**src/rtl/tblink_rpc_invoke_arb.sv**
```systemverilog
// ---------------------------------------------------------------------------
// tblink_rpc_invoke_arb
//
// Merges method-invocation requests from N_CHANNELS BFM-side channels into a
// single tagged request stream toward the endpoint transport. Blocking calls
// lock their channel (busy) until the matching response returns. Responses
// are routed back to the owning channel as a one-cycle pulse.
//
// Optional feature macro: TBLINK_RPC_INVOKE_ARB_TIMEOUT_EN
//   When defined, a per-channel watchdog releases a blocking call after
//   TIMEOUT_CYCLES cycles and reports it on err_timeout / err_chan.
//
// Ports:
//   clock, reset_n       sole rising-edge clock, async active-low reset
//   req_valid/req_ready  per-channel request handshake (ready one-hot or 0)
//   req_blocking         per-channel blocking flag
//   req_method/params    per-channel payload, channel i at slice i
//   out_valid/out_ready  transport-side request handshake (FIFO head)
//   out_chan/blocking/method/params  FIFO head payload (0 when empty)
//   rsp_valid/chan/data  transport response, always accepted
//   chan_rsp_valid       one-cycle pulse to the target channel
//   chan_rsp_data        registered return value, shared bus
//   busy                 channel has a blocking call outstanding
//   err_unexp            pulse: response to a non-busy / out-of-range channel
//   err_timeout,err_chan (macro only) watchdog pulse and offending channel
// ---------------------------------------------------------------------------
module tblink_rpc_invoke_arb #(
  parameter int N_CHANNELS     = 4,
  parameter int METHOD_W       = 8,
  parameter int PARAM_W        = 64,
  parameter int DEPTH          = 4,
`ifdef TBLINK_RPC_INVOKE_ARB_TIMEOUT_EN
  parameter int TIMEOUT_CYCLES = 1024,
`endif
  localparam int CHAN_W        = (N_CHANNELS > 1) ? $clog2(N_CHANNELS) : 1
) (
  input  logic                           clock,
  input  logic                           reset_n,
  input  logic [N_CHANNELS-1:0]          req_valid,
  output logic [N_CHANNELS-1:0]          req_ready,
  input  logic [N_CHANNELS-1:0]          req_blocking,
  input  logic [N_CHANNELS*METHOD_W-1:0] req_method,
  input  logic [N_CHANNELS*PARAM_W-1:0]  req_params,
  output logic                           out_valid,
  input  logic                           out_ready,
  output logic [CHAN_W-1:0]              out_chan,
  output logic                           out_blocking,
  output logic [METHOD_W-1:0]            out_method,
  output logic [PARAM_W-1:0]             out_params,
  input  logic                           rsp_valid,
  input  logic [CHAN_W-1:0]              rsp_chan,
  input  logic [PARAM_W-1:0]             rsp_data,
  output logic [N_CHANNELS-1:0]          chan_rsp_valid,
  output logic [PARAM_W-1:0]             chan_rsp_data,
  output logic [N_CHANNELS-1:0]          busy,
`ifdef TBLINK_RPC_INVOKE_ARB_TIMEOUT_EN
  output logic                           err_timeout,
  output logic [CHAN_W-1:0]              err_chan,
`endif
  output logic                           err_unexp
);

  localparam int PTR_W = $clog2(DEPTH);

  // Request FIFO storage and control
  logic [CHAN_W-1:0]   mem_chan   [DEPTH];
  logic                mem_blk    [DEPTH];
  logic [METHOD_W-1:0] mem_method [DEPTH];
  logic [PARAM_W-1:0]  mem_params [DEPTH];
  logic [PTR_W-1:0]    wr_ptr;
  logic [PTR_W-1:0]    rd_ptr;
  logic [PTR_W:0]      count;
  logic                fifo_full;
  logic                fifo_empty;
  logic                push;
  logic                pop;

  // Arbitration
  logic [CHAN_W-1:0]     rr_ptr;
  logic [N_CHANNELS-1:0] eligible;
  logic                  grant_found;
  logic [CHAN_W-1:0]     grant_idx;
  logic [N_CHANNELS-1:0] grant_onehot;
  int                    search_idx;
  logic                  push_blk;
  logic [METHOD_W-1:0]   push_method;
  logic [PARAM_W-1:0]    push_params;

  // Response / lock tracking
  logic [N_CHANNELS-1:0] rsp_hit_vec;
  logic                  rsp_hit;
  logic [N_CHANNELS-1:0] timeout_vec;
  logic [N_CHANNELS-1:0] busy_nxt;

  assign fifo_full  = (count == (PTR_W+1)'(DEPTH));
  assign fifo_empty = (count == '0);
  assign out_valid  = !fifo_empty;
  assign pop        = out_valid && out_ready;
  assign push       = grant_found && !fifo_full;
  assign req_ready  = grant_onehot;

  // The head payload is forced to zero while the FIFO is empty so stale
  // entries never appear on the transport bus.
  assign out_chan     = out_valid ? mem_chan[rd_ptr]   : '0;
  assign out_blocking = out_valid ? mem_blk[rd_ptr]    : 1'b0;
  assign out_method   = out_valid ? mem_method[rd_ptr] : '0;
  assign out_params   = out_valid ? mem_params[rd_ptr] : '0;

  // Round-robin search starting at rr_ptr and wrapping. Busy channels are
  // never eligible, and the grant is suppressed when the FIFO is full before
  // any pop this cycle (no bypass of a full FIFO).
  always_comb begin
    eligible     = req_valid & ~busy;
    grant_found  = 1'b0;
    grant_idx    = '0;
    grant_onehot = '0;
    search_idx   = 0;
    for (int k = 0; k < N_CHANNELS; k++) begin
      search_idx = int'(rr_ptr) + k;
      if (search_idx >= N_CHANNELS) begin
        search_idx = search_idx - N_CHANNELS;
      end
      if (!grant_found && eligible[CHAN_W'(search_idx)]) begin
        grant_found = 1'b1;
        grant_idx   = CHAN_W'(search_idx);
      end
    end
    if (grant_found && !fifo_full) begin
      grant_onehot[grant_idx] = 1'b1;
    end
  end

  assign push_blk    = req_blocking[grant_idx];
  assign push_method = req_method[grant_idx*METHOD_W +: METHOD_W];
  assign push_params = req_params[grant_idx*PARAM_W +: PARAM_W];

  // Decode which busy channel (if any) the incoming response releases.
  // An out-of-range rsp_chan matches nothing and therefore reports err_unexp.
  always_comb begin
    rsp_hit_vec = '0;
    for (int i = 0; i < N_CHANNELS; i++) begin
      rsp_hit_vec[i] = rsp_valid && (rsp_chan == CHAN_W'(i)) && busy[i];
    end
  end

  assign rsp_hit = |rsp_hit_vec;

`ifdef TBLINK_RPC_INVOKE_ARB_TIMEOUT_EN
  localparam int TO_W = $clog2(TIMEOUT_CYCLES + 1);

  logic [TO_W-1:0]   to_cnt [N_CHANNELS];
  logic [CHAN_W-1:0] to_chan;

  // A channel times out after TIMEOUT_CYCLES busy cycles; a response in the
  // same cycle wins and suppresses the timeout.
  always_comb begin
    timeout_vec = '0;
    to_chan     = '0;
    for (int i = N_CHANNELS - 1; i >= 0; i--) begin
      if (busy[i] && !rsp_hit_vec[i] &&
          (to_cnt[i] == TO_W'(TIMEOUT_CYCLES - 1))) begin
        timeout_vec[i] = 1'b1;
        to_chan        = CHAN_W'(i);
      end
    end
  end

  // Watchdog counters run only while their channel is locked.
  always_ff @(posedge clock or negedge reset_n) begin
    if (!reset_n) begin
      for (int i = 0; i < N_CHANNELS; i++) begin
        to_cnt[i] <= '0;
      end
      err_timeout <= 1'b0;
      err_chan    <= '0;
    end else begin
      for (int i = 0; i < N_CHANNELS; i++) begin
        if (!busy[i] || rsp_hit_vec[i] || timeout_vec[i]) begin
          to_cnt[i] <= '0;
        end else begin
          to_cnt[i] <= to_cnt[i] + TO_W'(1);
        end
      end
      err_timeout <= |timeout_vec;
      if (|timeout_vec) begin
        err_chan <= to_chan;
      end
    end
  end
`else
  assign timeout_vec = '0;
`endif

  // Next lock state: a blocking accept sets the bit, a matching response or
  // a timeout clears it. Set and clear never target the same channel since
  // grants need !busy and responses need busy.
  always_comb begin
    busy_nxt = busy;
    if (push && push_blk) begin
      busy_nxt[grant_idx] = 1'b1;
    end
    busy_nxt = busy_nxt & ~rsp_hit_vec & ~timeout_vec;
  end

  // FIFO payload storage; no reset needed because the head is masked
  // whenever the FIFO is empty.
  always_ff @(posedge clock) begin
    if (push) begin
      mem_chan[wr_ptr]   <= grant_idx;
      mem_blk[wr_ptr]    <= push_blk;
      mem_method[wr_ptr] <= push_method;
      mem_params[wr_ptr] <= push_params;
    end
  end

  // FIFO pointers, round-robin pointer, locks and response outputs.
  always_ff @(posedge clock or negedge reset_n) begin
    if (!reset_n) begin
      wr_ptr         <= '0;
      rd_ptr         <= '0;
      count          <= '0;
      rr_ptr         <= '0;
      busy           <= '0;
      chan_rsp_valid <= '0;
      chan_rsp_data  <= '0;
      err_unexp      <= 1'b0;
    end else begin
      if (push) begin
        wr_ptr <= wr_ptr + PTR_W'(1);
        rr_ptr <= (grant_idx == CHAN_W'(N_CHANNELS - 1)) ?
                  '0 : grant_idx + CHAN_W'(1);
      end
      if (pop) begin
        rd_ptr <= rd_ptr + PTR_W'(1);
      end
      if (push && !pop) begin
        count <= count + (PTR_W+1)'(1);
      end else if (pop && !push) begin
        count <= count - (PTR_W+1)'(1);
      end
      busy           <= busy_nxt;
      chan_rsp_valid <= rsp_hit_vec;
      if (rsp_hit) begin
        chan_rsp_data <= rsp_data;
      end
      err_unexp <= rsp_valid && !rsp_hit;
    end
  end

endmodule
```
**config.mk**
```make
export PLATFORM = sky130hd
export DESIGN_NAME = tblink_rpc_invoke_arb
export DESIGN_NICKNAME = d
export VERILOG_FILES = /design/src/rtl/tblink_rpc_invoke_arb.sv
export SDC_FILE = /design/constraint.sdc
export NUM_CORES = 1
export LEC_CHECK = 0
export BUFFER_PORTS_ARGS = -buffer_cell sky130_fd_sc_hd__buf_2
export CORE_AREA = 2 2 204 206
export CTS_BUF_LIST = sky130_fd_sc_hd__clkbuf_4 sky130_fd_sc_hd__clkbuf_8
export DETAILED_ROUTE_END_ITERATION = 10
export DIE_AREA = 0 0 206 208
export PLACE_DENSITY_LB_ADDON = 0.08
export SETUP_SLACK_MARGIN = 0.15
export SYNTH_ARGS = -nofsm -noshare
export SYNTH_HDL_FRONTEND = slang
export SYNTH_SLANG_ARGS = --single-unit
export TNS_END_PERCENT = 10
```
**constraint.sdc**
```tcl
create_clock -name clock -period 3.4 [get_ports clock]
set_input_delay 0.17 -clock clock [delete_from_list [all_inputs] [get_ports clock]]
set_output_delay 0.17 -clock clock [all_outputs]
set_load 0.005 [all_outputs]
```
# [After elaboration in Yosys (flattened, before gate mapping)]
# Memories as Yosys holds them, arrays and structs flattened.
# Cells that the tools add are included.
[word_totals] output_inout_bits=153 memories=4 inputBits=366 ramBits=300 ff_bits=82
[mem_list] name="mem_params" words=4 word_bits=64 read_ports=1 rd_clocked_by_memory_dff=0 wr=1 line="69" source="logic [PARAM_W-1:0] mem_params [DEPTH];"
[mem_list] name="mem_method" words=4 word_bits=8 read_ports=1 rd_clocked_by_memory_dff=0 wr=1 line="68" source="logic [METHOD_W-1:0] mem_method [DEPTH];"
[mem_list] name="mem_chan" words=4 word_bits=2 read_ports=1 rd_clocked_by_memory_dff=0 wr=1 line="66" source="logic [CHAN_W-1:0] mem_chan [DEPTH];"
[mem_list] name="mem_blk" words=4 word_bits=1 read_ports=1 rd_clocked_by_memory_dff=0 wr=1 line="67" source="logic mem_blk [DEPTH];"
[classes] bitwise=5 eq_ne=5 n_shift=2 n_reduce_logical=30 add_sub_neg=12 mux=39 order_cmp=10
[op_table] operator="256-bit by 9-bit variable part select with 64-bit output" n=1
[op_table] operator="64-bit two-way mux" n=1
[op_table] operator="32-bit by 6-bit variable part select with 8-bit output" n=1
[op_table] operator="2-bit two-way mux" n=10
[op_table] operator="1-bit logical AND" n=18
[op_table] operator="1-bit two-way mux" n=17
[op_table] operator="2-bit by 4-bit less-than comparator with 1-bit output (second input constant)" n=4
[op_table] operator="1-bit binary-select mux with 2-bit select" n=5
[op_table] operator="3-bit greater-or-equal comparator (second input constant)" n=3
[op_table] operator="4-bit AND" n=2
[op_table] operator="1-bit zero test" n=8
[op_table] operator="4-bit two-way mux" n=2
[op_table] operator="8-bit two-way mux" n=1
[op_table] operator="4-bit NOT" n=2
[op_table] operator="2-bit by 1-bit subtractor with 2-bit output (second input constant)" n=4
[op_table] operator="2-bit by 1-bit adder with 2-bit output (second input constant)" n=3
[op_table] operator="2-bit by 2-bit adder with 3-bit output (second input constant)" n=2
[op_table] operator="2-bit equality test (second input constant)" n=3
[op_table] operator="3-bit two-way mux" n=2
[op_table] operator="4-bit OR" n=1
[op_table] operator="4-bit OR reduction" n=1
[op_table] operator="2-bit by 1-bit adder with 3-bit output (second input constant)" n=1
[op_table] operator="3-bit by 1-bit adder with 3-bit output (second input constant)" n=1
[op_table] operator="3-bit equality test (second input constant)" n=1
[op_table] operator="9 further kinds" n=9

# [Longest topological paths before layout]
# Gate-level depths: netlist of run 1.
[depth] word_depth=22 mapped_depth=10 mapped_depth_nobuf=9

# [Least setup slack after synthesis of run 1]
# OpenSTA, ideal clock, no wires.
[synth_timing] kind="reg-to-reg" start="reg busy[2]" end="mem mem_blk[0], enable pin" path_slack_ps=-20 stages_incl_launch_ff=6 n_path_buf=1 arrival_time_ps=2979 period_less_slack_ps=3420 path_cell_list="dfrtp_1 -> and2b_2 -> nor2_1 -> a32oi_1 -> clkbuf_1 -> and2_1"
[synth_between] elab_chain_cells=18 word_cells_on_any_way=27
[synth_rtl] element="start, declared" line="55" source="output logic [N_CHANNELS-1:0] busy,"
[synth_rtl] element="start signal, assigned" line="241" source="busy <= busy_nxt;"
[synth_rtl] element="4-bit NOT *" line="113" source="eligible = req_valid & ~busy;"
[synth_rtl] element="4-bit AND *" line="113"
[synth_rtl] element="1-bit binary-select mux with 2-bit select" line="123" source="if (!grant_found && eligible[CHAN_W'(search_idx)]) begin"
[synth_rtl] element="1-bit two-way mux (not written as such) (2 in series)" line="123"
[synth_rtl] element="1-bit two-way mux" line="123"
[synth_rtl] element="1-bit zero test" line="123"
[synth_rtl] element="1-bit logical AND" line="123"
[synth_rtl] element="1-bit two-way mux" line="123"
[synth_rtl] element="[... 2 more ...]"
[synth_rtl] element="1-bit two-way mux" line="123"
[synth_rtl] element="1-bit zero test" line="123"
[synth_rtl] element="1-bit logical AND" line="123"
[synth_rtl] element="1-bit two-way mux *" line="123"
[synth_rtl] element="1-bit logical AND *" line="99" source="assign push = grant_found && !fifo_full;"
[synth_rtl] element="net push" line="75" source="logic push;"
[synth_rtl] element="1-bit two-way mux *" line="208" source="if (push) begin"
[synth_rtl] element="1-bit two-way mux (not written as such) *" line="210" source="mem_blk[wr_ptr] <= push_blk;"
[synth_rtl] element="end, declared" line="67"
# Mark *: on every way through the listed nets, which the timed path passes. The rest lies on a longest branch. The select of a mux whose other input is x is not followed.

# [Final worst setup path of run 1]
[layout_timing] start="reg busy[1]" end="out req_ready[3]"
[layout_between] elab_chain_cells=20 word_cells_on_any_way=35
[layout_rtl] element="4-bit NOT *" line="113"
[layout_rtl] element="4-bit AND *" line="113"
[layout_rtl] element="1-bit binary-select mux with 2-bit select" line="123"
[layout_rtl] element="1-bit two-way mux (not written as such) (2 in series)" line="123"
[layout_rtl] element="1-bit two-way mux" line="123"
[layout_rtl] element="1-bit zero test" line="123"
[layout_rtl] element="1-bit logical AND" line="123"
[layout_rtl] element="1-bit two-way mux" line="123"
[layout_rtl] element="[... 3 more ...]"
[layout_rtl] element="1-bit zero test" line="123"
[layout_rtl] element="1-bit logical AND" line="123"
[layout_rtl] element="2-bit two-way mux" line="123"
[layout_rtl] element="2-bit by 3-bit less-than comparator with 1-bit output (not written as such) / 2-bit by 1-bit greater-or-equal comparator with 1-bit output (equally long branches)" line="129" source="grant_onehot[grant_idx] = 1'b1;"
[layout_rtl] element="1-bit logical AND (not written as such)" line="129"
[layout_rtl] element="1-bit two-way mux (not written as such)" line="129"
[layout_rtl] element="1-bit demux with 2-bit select" line="129"
[layout_rtl] element="4-bit two-way mux *" line="128" source="if (grant_found && !fifo_full) begin"
[layout_rtl] element="end, declared" line="40" source="output logic [N_CHANNELS-1:0] req_ready,"
# Mark *: on every way between the ends. The rest lies on a longest branch, timed or not. The select of a mux whose other input is x is not followed.

==> results of run 1 <==
[Yosys cell counts, types with 6 or more instances]
library cell	count	area, um2
buf_12	6	120.1
nor2_1	9	33.78
mux4_2	75	1689
inv_1	11	41.29
edfxtp_1	300	9009
nand2_1	7	26.28
mux2i_1	217	2172
nand3_1	6	30.03
buf_6	9	101.4
dfrtp_1	82	2052
buf_2	13	65.06
and2_1	83	519.3
buf_4	8	60.06
mux2_2	65	732.0
ha_1	9	112.6
clkbuf_1	14	52.55
[metrics by stage]
stage               cell area [um2]  std cells  TNS [ns]  setup WS, ns    util
finish                        22420       2173         0        0.5359  0.5528
global route                  22420       2173         0        0.3269  0.5528
CTS                           22420       2173         0        0.4302  0.5528
detailed placement            20360       1982         0        0.9321  0.5020
global placement              20360       1982         0        0.9752  0.5020
floorplan                     17200        965    -1.182     -0.005252       -
[layout make-up]
type	instances	area [um2]	share of cell area
Clock buffer	104	1244	0.05548
Clock inverter	15	93.84	0.004186
Inverter	13	48.80	0.002177
Multi-Input combinational cell	511	5660	0.2525
Sequential cell	382	11070	0.4937
Tap cell	532	665.6	0.02969
Timing Repair Buffer	616	3636	0.1622
[cell usage in the layout, fill, tap and decap left out, types with 2 or more instances in the layout]
cell,n
buf_2,517
edfxtp_1,300
mux2i_1,217
dfrtp_1,80
and2_1,79
mux4_2,75
clkbuf_8,74
dlygate4sd3_1,72
mux2_2,65
clkbuf_4,30
buf_4,17
inv_1,11
clkinv_1,10
buf_12,10
nor2_1,9
ha_1,9
nand2_1,7
nand3_1,6
o31ai_1,5
and2_4,4
xnor2_1,4
nand2b_1,4
o21ai_0,3
nand4_1,2
xor2_1,2
nor2b_1,2
inv_2,2
a211oi_1,2
a211oi_2,2
clkinv_2,2
dfrtp_4,2
[worst max-delay path: cells and delay by family, from the launching register on]
family	cells	cell delay (ns)
compound gates	2	0.52
flops	1	0.42
simple gates	2	0.38
buf+inv	2	0.53
fa+ha+maj	1	0.25
[sequential cells by signal, summed over array words and instances, names as in the netlist]
register and flops:
busy 4, chan_rsp_data 64, chan_rsp_valid 4, count 3, err_unexp 1, mem_blk 4
mem_chan 8, mem_method 32, mem_params 256, rd_ptr 2, rr_ptr 2, wr_ptr 2
[power groups by stage]
stage	Clock, mW	Sequential [mW]	Combinational, mW
floorplan	0	8.75	6.74
global placement	0	8.91	10.1
detailed placement	0	9.00	10.2
CTS	4.30	8.93	10.3
global route	4.50	9.11	11.0
finish	4.16	8.88	10.0
[worst max-delay path by stage]
stage / endpoint / slack [ns] / start
floorplan: mem_blk[2]$_DFFE_PP_ / -0.005 / busy[2]$_DFF_PN0_
global placement: mem_blk[0]$_DFFE_PP_ / 0.98 / busy[2]$_DFF_PN0_
detailed placement: mem_blk[1]$_DFFE_PP_ / 0.93 / busy[2]$_DFF_PN0_
CTS: req_ready[0] / 0.43 / busy[2]$_DFF_PN0_
global route: req_ready[0] / 0.33 / busy[2]$_DFF_PN0_
finish: req_ready[3] / 0.54 / busy[1]$_DFF_PN0_
[cells by family after synthesis]
family | count (synthesis) | share of synthesized area
DFF | 382 | 0.6431
AOI/OAI and AO/OA | 21 | 0.009968
adders and majority gates | 10 | 0.007712
xor gates and xnor gates | 6 | 0.003056
buffers and inverters | 72 | 0.02888
and+or+nand+nor | 117 | 0.04016
muxes | 357 | 0.2671
[layer usage]
layer | vias up | wire length (um)
li1 | 5023 | -
met1 | 5397 | 17030
met2 | 391 | 21800
met3 | 58 | 3404
met4 | 2 | 910
met5 | - | 12
==> impl_metrics.tcl, run 1 <==
set metrics [dict create \
    status "finished, final reports clean" \
    clk_pin_slew_worst_paths_ns 0.06 \
    cts_resized 0 \
    totalWireLength_um 43160 \
    power_frac_comb 0.435 \
    reg2reg_slack_ns 0.94 \
    cap_violations 0 \
    antenna_found_initial 1 \
    hold_path_class "in2reg" \
    avgRoutedWirePerCell_um 19.86 \
    cellLeakagePower_nw 9.354 \
    io_pins 519 \
    min_period_ns 2.864 \
    period_share 0.8424 \
    die_area_um2 42850 \
    grt.busiest_layer "met2" \
    grt_usage 0.1998 \
    fillCellCount 3323 \
    r2r-start "busy[2]$_DFF_PN0_" \
    core_area_um2 40550 \
    worstSkewPairLatency_ns 0.59 \
    worstSetupPathType "reg2out" \
    fin_nets 1967 \
    synth-edff-count 300 \
    dr.pass1.iters 5 \
    vias 10870 \
    whs_endpoint "rr_ptr[0]$_DFFE_PN0P_" \
    sequentialPowerShare 0.385 \
    htreeDepth 3 \
    overflow 0 \
    synth.cell_area_um2 17200 \
    grt_use_met3 0.05702 \
    critPathLaunchType "register" \
    path_cells "nand2b_1 -> o22ai_1 -> o32a_2 -> buf_4 -> ha_1 -> and2_1 -> buf_2" \
    postCtsHoldBufs 72 \
    drc 0 \
    setup_violations 0 \
    seq_area_frac_synth 0.6431 \
    avgViaCountPerCell 5.003 \
    grt_use_met1 0.2409 \
    cpMaxStageDelayCell "dfrtp_1" \
    synth_warnings 0 \
    numCtsBuffers 67 \
    required_ns 3.23 \
    area_growth_syn_to_layout_pct 30.35 \
    place_hpwl_um 28910 \
    relSlewSlack 0.4151 \
    row_count 74 \
    drive_gt1_frac 0.4924 \
    grt_pass1_wl_um 64850 \
    cts.path.max_buffers 3 \
    grt_pass1_vias 11830 \
    crit_arrival_ns 2.69 \
    synth_seq_cells 382 \
    worstHoldStart "req_valid[0]" \
    yosysUniqueCellTypes 42 \
    drt_iter0_drc 463 \
    cpPeakStageDelay_ns 0.42 \
    async_reset_ff_frac 0.2147 \
    r2r_cells 7 \
    skew_ns 0.01991 \
    gp_congestion 0.8162 \
    fmaxAchievable_mhz 349.1 \
    synth_ff_type "edfxtp_1" \
    power.total_mw 23.07 \
    tightestPinTransition_ns 0.8773 \
    grtUsageMet2 0.3438 \
    clockRootBuffer "clkbuf_8" \
    start_util 0.4241 \
    reg2reg_to "mem_blk[0]$_DFFE_PP_" \
    hold_viol_final 0 \
    maxSlewViolCount 0 \
    postCtsSetupRepairBufs 0 \
    clkPwrFrac 0.180 \
    cp-end-kind "primary output" \
    die_w_um 206 \
    rsz0062_at_grt "no" \
    dieHeight_um 208 \
    grt_max_degree 78 \
    ant_nets 0 \
    irDropWorstVdd_v 0.0007058 \
    syn_inst 965 \
    port-buffer-count 518 \
    path_max_fanout 25 \
    syn_avg_cell_area_um2 17.82 \
    hold_depth 4 \
    whs_ns 0.09124 \
    intPower_mw 15.30 \
    switching_share 0.3366 \
    p_switching_mw 7.763 \
    cts_sinks 382 \
    cts_tree "built" \
    diodes 0 \
    synth_nets 1341 \
    p_per_area_nw_per_um2 1029 \
]
Note: power is estimated with default switching activity, not from simulation.
==> run 2, diff against run 1 <==
==> constraint.sdc (replaced) <==
create_clock -name clock -period 2.3 [get_ports clock]
set_input_delay 0.115 -clock clock [delete_from_list [all_inputs] [get_ports clock]]
set_output_delay 0.115 -clock clock [all_outputs]
set_load 0.005 [all_outputs]
==> run 2 against run 1 <==
- global-route usage up 2.2 points
- die area stayed put
- final area increased by 13%
- critical path depth unchanged
- the run now ends with setup timing left
- first-iteration DRC count is 34% higher
- wire length up 14%
- combinational power up 110%
- flip-flop and latch count stayed put
- register-to-register slack got worse by 1.0 ns
- power up 73%
==> impl_metrics.tcl, run 2 (same netlist as run 1, synthesis figures left out) <==
set metrics [dict create \
    cp-end-kind "primary output" \
    hold_viol_final 0 \
    grt_max_degree 78 \
    drt_iter0_drc 620 \
    clk_pin_slew_worst_paths_ns 0.07 \
    drc 0 \
    cts_tree "built" \
    port-buffer-count 518 \
    finalSetupTns_ns -11.04 \
    totalWireLength_um 49320 \
    worstSkewPairLatency_ns 0.66 \
    start_util 0.4241 \
    required_ns 2.18 \
    dr.pass1.iters 5 \
    maxSlewViolCount 0 \
    worstSetupPathType "reg2out" \
    cts.path.max_buffers 3 \
    overflow 0 \
    die_w_um 206 \
    vias 11680 \
    tightestPinTransition_ns 0.4626 \
    layout_commonest_cell "buf_2" \
    cpPeakStageDelay_ns 0.40 \
    avgViaCountPerCell 4.983 \
    fmaxAchievable_mhz 405.4 \
    grt_pass1_vias 12650 \
    layout_common_cells "474 x buf_2, 300 x edfxtp_1, 184 x dlygate4sd3_1, 127 x mux2i_1, 90 x mux2i_2" \
    largestRegisters "mem_params (256), chan_rsp_data (64), mem_method (32)" \
    setup_violations 178 \
    cellLeakagePower_nw 10.45 \
    rsz0062_at_grt "yes" \
    die_area_um2 42850 \
    hold_path_class "in2reg" \
    htreeDepth 2 \
    fin_nets 2137 \
    cap_violations 0 \
    critPathLaunchType "register" \
    skew_ns 0.04165 \
    p_per_area_nw_per_um2 1567 \
    power.total_mw 39.83 \
    core_area_um2 40550 \
    period_share 1.073 \
    final_cell_area_um2 25420 \
    irDropWorstVdd_v 0.0007823 \
    row_count 74 \
    place_hpwl_um 29710 \
    status "complete, but fails checks" \
    grt_usage 0.2223 \
    avgRoutedWirePerCell_um 21.04 \
    numCtsBuffers 61 \
    path_cells "and2b_2 -> o22ai_4 -> o32a_4 -> buf_12 -> ha_4 -> and2_4 -> buf_6" \
    crit_arrival_ns 2.35 \
    gp_congestion 0.7931 \
    min_period_ns 2.467 \
    grt_pass1_wl_um 71860 \
    drive_gt1_frac 0.5599 \
    clockRootBuffer "clkbuf_8" \
    fin_ws_ns -0.1669 \
    area_growth_syn_to_layout_pct 47.80 \
    cpMaxStageDelayCell "dfrtp_1" \
    largest_register "mem_params" \
    io_pins 519 \
    largest_register_ffs 256 \
    ant_nets 0 \
    failed_checks "setup timing" \
    cts_sinks 382 \
    post_dp_cell_area_um2 20720 \
    relSlewSlack 0.6897 \
    path_max_fanout 4 \
    antenna_found_initial 3 \
    dieHeight_um 208 \
]
## run 2: area by class of cell
type | count | area [um2]
Fill cell | 3024 | 15140
Sequential cell | 382 | 11070
Multi-Input combinational cell | 511 | 6242
Timing Repair Buffer | 792 | 6152
Clock buffer | 87 | 1060
Tap cell | 532 | 665.6
Clock inverter | 26 | 168.9
Inverter | 13 | 58.81
Antenna cell | 1 | 2.502
## run 2: worst max-delay path: cells and delay by family (launching register included)
family / cells / cell delay [ns]
AO/OA/AOI/OAI: 2 / 0.45
adder cells (fa/ha/maj): 1 / 0.16
buffers and inverters: 2 / 0.26
flip-flops: 1 / 0.40
AND/OR/NAND/NOR: 2 / 0.42
## run 2: routing by layer
layer  vias up  GRT usage  wire (um)
met1      5824     0.2668      19470
met2       410     0.3938      25360
met5         -          0         27
met4         4    0.06502       1071
li1       5366          -          -
met3        76    0.05451       3390
## run 2: per-stage QoR
step / worst slack (ns) / hold slack (ns) / instances / util
2_1_floorplan: 0.07726 / -0.1806 / 965 / -
3_3_place_gp: 0.1087 / 0.1444 / 2007 / 0.5110
3_5_place_dp: 0.05614 / 0.1497 / 2007 / 0.5110
4_1_cts: -0.1935 / 0.00004613 / 2329 / 0.6027
5_1_grt: -0.2521 / 0.005868 / 2343 / 0.6267
6_report: -0.1669 / 0.009285 / 2344 / 0.6268
## run 2: worst paths after layout
kind                                                from  slack (ns)                       endpoint  depth (start not counted)
min in group asynchronous                        reset_n        0.61   chan_rsp_data[0]$_DFFE_PN0P_                          4
max                                    busy[2]$_DFF_PN0_       -0.17                   req_ready[3]                          7
min reg2reg                chan_rsp_data[41]$_DFFE_PN0P_        0.50  chan_rsp_data[41]$_DFFE_PN0P_                          1
max reg2reg                            busy[2]$_DFF_PN0_       -0.10    mem_params[0][34]$_DFFE_PP_                          9
min                                        req_method[9]       0.009     mem_method[1][1]$_DFFE_PP_                          3
max in group asynchronous                        reset_n        1.46          rd_ptr[1]$_DFFE_PN0P_                          4
## run 2: power by group
group	switching, mW	internal [mW]	leakage [nW]	total [mW]
clock	2.64	3.19	0.663	5.82
combinational	9.66	11.4	6.05	21.1
sequential	0.913	12.0	3.74	12.9
total	13.2	26.6	10.5	39.8
## run 2: what timing repair did
item,4_1_cts,5_1_grt
hold endpoints to repair,318,0
pin swaps,8,4
buffers inserted,15,6
resized for setup,49,180
gates cloned,9,8
hold buffers,185,0
endpoints found under the setup margin,382,626
